<file path="src/rtl/instruction_decode_pkg.sv">
// instruction_decode_pkg: RV64 opcode constants, bubble encoding and immediate-format classification.
package instruction_decode_pkg;
  localparam logic [31:0] NOP_INST  = 32'h0000_0013;
  localparam logic [6:0]  OP_LOAD   = 7'b0000011;
  localparam logic [6:0]  OP_IMM    = 7'b0010011;
  localparam logic [6:0]  OP_IMM32  = 7'b0011011;
  localparam logic [6:0]  OP_JALR   = 7'b1100111;
  localparam logic [6:0]  OP_STORE  = 7'b0100011;
  localparam logic [6:0]  OP_BRANCH = 7'b1100011;
  localparam logic [6:0]  OP_LUI    = 7'b0110111;
  localparam logic [6:0]  OP_AUIPC  = 7'b0010111;
  localparam logic [6:0]  OP_JAL    = 7'b1101111;
  localparam logic [6:0]  OP_REG    = 7'b0110011;
  localparam logic [6:0]  OP_REG32  = 7'b0111011;

  typedef enum logic [2:0] {IMM_I, IMM_S, IMM_B, IMM_U, IMM_J, IMM_NONE} imm_type_e;

  function automatic imm_type_e imm_type(input logic [6:0] op);
    return (op inside {OP_LOAD, OP_IMM, OP_IMM32, OP_JALR}) ? IMM_I :
           (op == OP_STORE)                 ? IMM_S :
           (op == OP_BRANCH)                ? IMM_B :
           (op inside {OP_LUI, OP_AUIPC})   ? IMM_U :
           (op == OP_JAL)                   ? IMM_J : IMM_NONE;
  endfunction

  // R-type carries no immediate but is still a supported opcode
  function automatic logic op_known(input logic [6:0] op);
    return (imm_type(op) != IMM_NONE) || (op == OP_REG) || (op == OP_REG32);
  endfunction
endpackage

</file>
<file path="src/rtl/imm_gen.sv">
// imm_gen: combinational sign-extended immediate extraction for the RV64 base formats.
module imm_gen
  import instruction_decode_pkg::*;
#(
  parameter int XLEN = 64
) (
  input  logic [31:0]     instruction,
  output logic [XLEN-1:0] imm_data
);
  imm_type_e w_type;
  logic [31:0] w_i;

  assign w_i    = instruction;
  assign w_type = imm_type(w_i[6:0]);

  always_comb begin
    imm_data = '0;
    imm_data = (w_type == IMM_I) ? {{(XLEN-12){w_i[31]}}, w_i[31:20]} :
               (w_type == IMM_S) ? {{(XLEN-12){w_i[31]}}, w_i[31:25], w_i[11:7]} :
               (w_type == IMM_B) ? {{(XLEN-13){w_i[31]}}, w_i[31], w_i[7], w_i[30:25], w_i[11:8], 1'b0} :
               (w_type == IMM_U) ? {{(XLEN-32){w_i[31]}}, w_i[31:12], 12'b0} :
               (w_type == IMM_J) ? {{(XLEN-21){w_i[31]}}, w_i[31], w_i[19:12], w_i[20], w_i[30:21], 1'b0} :
                                   '0;
  end
endmodule

</file>
<file path="src/rtl/instruction_decode.sv">
// instruction_decode: IF/ID pipeline register with stall/flush control, field split, immediate and illegal check.
module instruction_decode #(
  parameter int          XLEN     = 64,
  parameter logic [31:0] NOP_INST = 32'h0000_0013
) (
  input  logic            clk,
  input  logic            reset,
  input  logic [31:0]     instruction_if,
  input  logic [XLEN-1:0] pc_if,
  input  logic            valid_if,
  input  logic            stall,
  input  logic            flush,
  output logic            ready_id,
  output logic            valid_id,
  output logic [XLEN-1:0] pc_id,
  output logic [31:0]     instruction_id,
  output logic [6:0]      opcode,
  output logic [4:0]      rd,
  output logic [2:0]      funct3,
  output logic [4:0]      rs1,
  output logic [4:0]      rs2,
  output logic [6:0]      funct7,
  output logic [XLEN-1:0] imm_data,
  output logic            illegal
);
  import instruction_decode_pkg::op_known;

  logic            r_valid;
  logic [31:0]     r_inst;
  logic [XLEN-1:0] r_pc;

  // Invalid fetch slots become bubbles so downstream never sees stale data
  always_ff @(posedge clk) begin
    if (reset || flush) begin
      r_valid <= 1'b0;
      r_inst  <= NOP_INST;
      r_pc    <= '0;
    end else if (!stall) begin
      r_valid <= valid_if;
      r_inst  <= valid_if ? instruction_if : NOP_INST;
      r_pc    <= valid_if ? pc_if : '0;
    end
  end

  assign ready_id       = !stall;
  assign valid_id       = r_valid;
  assign pc_id          = r_pc;
  assign instruction_id = r_inst;
  assign opcode         = r_inst[6:0];
  assign rd             = r_inst[11:7];
  assign funct3         = r_inst[14:12];
  assign rs1            = r_inst[19:15];
  assign rs2            = r_inst[24:20];
  assign funct7         = r_inst[31:25];
  assign illegal        = r_valid && ((r_inst[1:0] != 2'b11) || !op_known(r_inst[6:0]));

  imm_gen #(.XLEN(XLEN)) u_imm_gen (
    .instruction (r_inst),
    .imm_data    (imm_data)
  );
endmodule

</file>
<file path="config.mk">
export PLATFORM = sky130hd
export DESIGN_NAME = instruction_decode
export DESIGN_NICKNAME = d
export VERILOG_FILES = /design/src/rtl/instruction_decode_pkg.sv /design/src/rtl/imm_gen.sv /design/src/rtl/instruction_decode.sv
export SDC_FILE = /design/constraint.sdc
export NUM_CORES = 1
export LEC_CHECK = 0
export CORE_AREA = 2 2 114 116
export DETAILED_ROUTE_END_ITERATION = 6
export DIE_AREA = 0 0 116 118
export PLACE_DENSITY = 0.8
export RECOVER_POWER = 50
export SYNTH_ARGS = -nofsm -noshare
export SYNTH_HDL_FRONTEND = slang
export SYNTH_HIERARCHICAL = 1
export SYNTH_SLANG_ARGS = --single-unit
</file>
<file path="constraint.sdc">
create_clock -name clk -period 3.43 [get_ports clk]
set_clock_uncertainty 0.1 [all_clocks]
set_input_delay 0.686 -clock clk [delete_from_list [all_inputs] [get_ports clk]]
set_output_delay 0.686 -clock clk [all_outputs]
set_load 0.05 [all_outputs]
</file>
==> impl_metrics.py <==
metrics = {
    "route": {
        "wl_per_cell_um": 18.04,
        "ant_nets": 0,
        "vias": 4328,
        "drt_iter0_drc": 182,
        "dr.pass1.iters": 5,
        "drc_errors": 0,
        "drt_wl_total_um": 15540,
        "viasPerCell": 5.027,
    },
    "power": {
        "power_density_mw_per_mm2": 356.4,
        "p_total_uw": 2711,
        "peakVddDrop_mv": 0.4554,
        "leakage_uw": 0.003288,
    },
    "setup_path": {
        "worstSetupPathDepth": 5,
        "reg2reg_from": "instruction_id[3]$_SDFFE_PP0N_",
        "critPathBufInv": 1,
        "critPathKind": "flip-flop to output pin",
        "rr_worst_depth": 2,
        "required_ns": 2.64,
        "crit_slowest_cell": "clkdlybuf4s50_1",
        "path_cells": "nand2b_1, o2111ai_2, nor2_2, and2_1, clkdlybuf4s50_1",
        "setup.worst_path.start": "instruction_id[5]$_SDFFE_PP0N_",
        "critPathLaunchType": "flip-flop",
        "r2r_slack_ns": 2.25,
        "r2r_end": "instruction_id[3]$_SDFFE_PP0N_",
        "critical-path-top-delay-family": "buffers and inverters",
        "critPathCapture": "imm_data[8]",
        "critPathMaxFanout": 12,
        "endpoint_kind": "output pin",
        "cpPeakStageDelay_ns": 0.80,
        "cp.arrival_ns": 2.50,
    },
    "synth": {
        "synth_seq_area_share_pct": 44.38,
        "ys_seq_elements": 97,
        "yosysWarnings": 6,
        "syn_area_per_cell_um2": 9.250,
        "synth_fp_nets": 574,
        "netlist_area_mm2": 0.004375,
        "synth_cells": 473,
        "ys_types": 43,
    },
    "sta": {
        "setup_viol_count_final": 0,
        "rsz0062_at_grt": "false",
        "hold_violations": 0,
        "timing.fmax_ghz": 0.3041,
        "tightest_slew_ns": 1.989,
        "slew_violations": 97,
        "maxSlewHeadroom_pct": -32.60,
        "final.setup.tns_ns": 0,
        "setup_ws_ns": 0.1412,
        "timing.final.crit_share_pct": 95.88,
        "layout_min_cycle_time_ns": 3.289,
    },
    "clocking": {
        "clkTransAtPathRegs_ns": 0.07,
        "cts_made_buffers": 9,
        "cts_tree": "yes",
        "numClockSinks": 97,
        "cts_buffer_depth": 2,
        "clk_latency_ns": 0.34,
        "htreeDepth": 3,
        "cts-hold-fix-buffers": 0,
        "root_buffer": "clkbuf_16",
    },
    "global_route": {
        "grt_overflow": 0,
        "grt_pass1_vias": 4244,
        "track_usage_pct": 21.90,
        "antenna_found_initial": 0,
        "grt_pass1_wl_um": 23260,
        "grt_max_degree": 97,
    },
    "placement": {
        "gp_congestion": 0.8660,
        "port_buffers": 295,
        "place_area_mm2": 0.007291,
        "dp_cells": 845,
        "place_ws_ns": 0.3459,
        "hpwl_um": 11410,
    },
    "status": {
        "outcome": "complete, but fails checks",
        "failed_checks": "max-capacitance violations, max-slew violations",
    },
    "layout": {
        "fin_cells": 861,
        "seqCellArea_mm2": 0.001944,
        "diodes": 0,
        "finalInstanceArea_mm2": 0.007606,
        "drive_above_1_share_pct": 12.77,
        "multi_input_area_mm2": 0.001675,
        "num-nets-final": 785,
        "final_common_cell": "clkdlybuf4s50_1",
        "areaGrowthSynthToFinish_pct": 73.83,
        "fill_cells": 1013,
        "final_cell_mix": "clkdlybuf4s50_1, nor2_1, dfxtp_1",
    },
    "floorplan": {
        "rows": 41,
        "die_h_um": 118,
        "dieArea_mm2": 0.01369,
        "pin_count": 296,
        "die_w_um": 116,
        "start_util_pct": 35.24,
        "core-area_mm2": 0.01241,
    },
    "job": {
        "drv_cap": 1,
    },
    "hold_path": {
        "hp-class": "flip-flop to flip-flop",
    },
}
-- synthesized netlist by cell type, drive strengths merged --
master   count  area [um2]
a22o         4       35.03
o31a         1       17.52
or2          1       6.260
o311a        1       10.01
nand3        2       10.01
nand4b       1       8.760
a21o        19       142.6
buf         92       710.7
o21ai        2       10.01
and3         1       11.26
inv          4       15.01
nor4         1       21.27
o2111ai      1       15.01
o32ai        1       8.760
a21oi        2       10.01
maj3         1       11.26
clkbuf       9       38.79
and3b        1       8.760
a22oi       94       705.7
or4          1       7.510
dfxtp       97        1942
nor3         3       31.28
nand2b       4       32.53
a32oi        1       8.760
nor3b        4       40.03
and2         7       43.79
nand3b       1       7.510
o22ai        3       18.77
o21a         1       7.510
nand2       10       37.54
nor2b        2       20.02
a31oi        1       6.260
nor2       100       375.4
-- power by group --
part           switching (uW)  leakage, uW  internal (uW)  total (uW)
combinational             298      0.00235            234         532
clock                     423     0.000150            584        1010
sequential               22.9     0.000787           1150        1170
-- registers in the layout (all words and copies together), names as in the netlist --
register and cells:
pc_id 64, valid_id 1, instruction_id 32
-- layout make-up --
type                    count  area share [%]
clock inverters             5          0.7074
flip-flops and latches     97           25.56
inverters                   4          0.1974
repair buffers            301           45.48
well taps                 172           2.829
clock buffers              11           3.191
multi-input cells         271           22.03
-- through the flow --
stage                     hold slack (ns)  util, %
final                              0.4058    61.27
after global routing               0.4379    61.27
after CTS                          0.4161    61.14
after detailed placement           0.4000    58.73
after global placement             0.3899    58.73
after floorplan                    0.5966        -
-- cell families after synthesis --
logic type	Yosys count	share of synthesized area, %
flip-flops	97	44.38
adder cells (fa/ha/maj)	1	0.2573
AND/OR/NAND/NOR	139	15.13
AO/OA/AOI/OAI	131	22.76
buffers and inverters	105	17.47
-- layer usage --
| metal | GRT usage [%] | vias up | share of wire [%] |
|---|---|---|---|
| met2 | 39.69 | 212 | 52 |
| met5 | 0 | - | 0 |
| li1 | - | 2016 | - |
| met1 | 22.17 | 2066 | 37 |
| met4 | 9.301 | 0 | 3.0 |
| met3 | 7.981 | 34 | 8.0 |
-- worst min-delay path, cell delays in order, from the launching register on --
cell and delay [ns]:
dfxtp_1 0.32, a22oi_1 0.08, nor2_1 0.08
-- timing repair --
item / in CTS / in global routing
resized for setup: 2 / 10
setup endpoints to repair: 7 / 12
buffers inserted: 0 / 0
-- how the worst min path moves through the flow --
stage	end	start	cells past startpoint
floorplan	valid_id$_SDFFE_PP0N_	valid_id$_SDFFE_PP0N_	2
global placement	pc_id[11]$_SDFFE_PP0N_	pc_id[11]$_SDFFE_PP0N_	2
detailed placement	pc_id[51]$_SDFFE_PP0N_	pc_id[51]$_SDFFE_PP0N_	2
CTS	pc_id[51]$_SDFFE_PP0N_	pc_id[51]$_SDFFE_PP0N_	2
global route	pc_id[42]$_SDFFE_PP0N_	pc_id[42]$_SDFFE_PP0N_	2
finish	pc_id[29]$_SDFFE_PP0N_	pc_id[29]$_SDFFE_PP0N_	2
No activity file was read; power rests on OpenSTA's default activity.
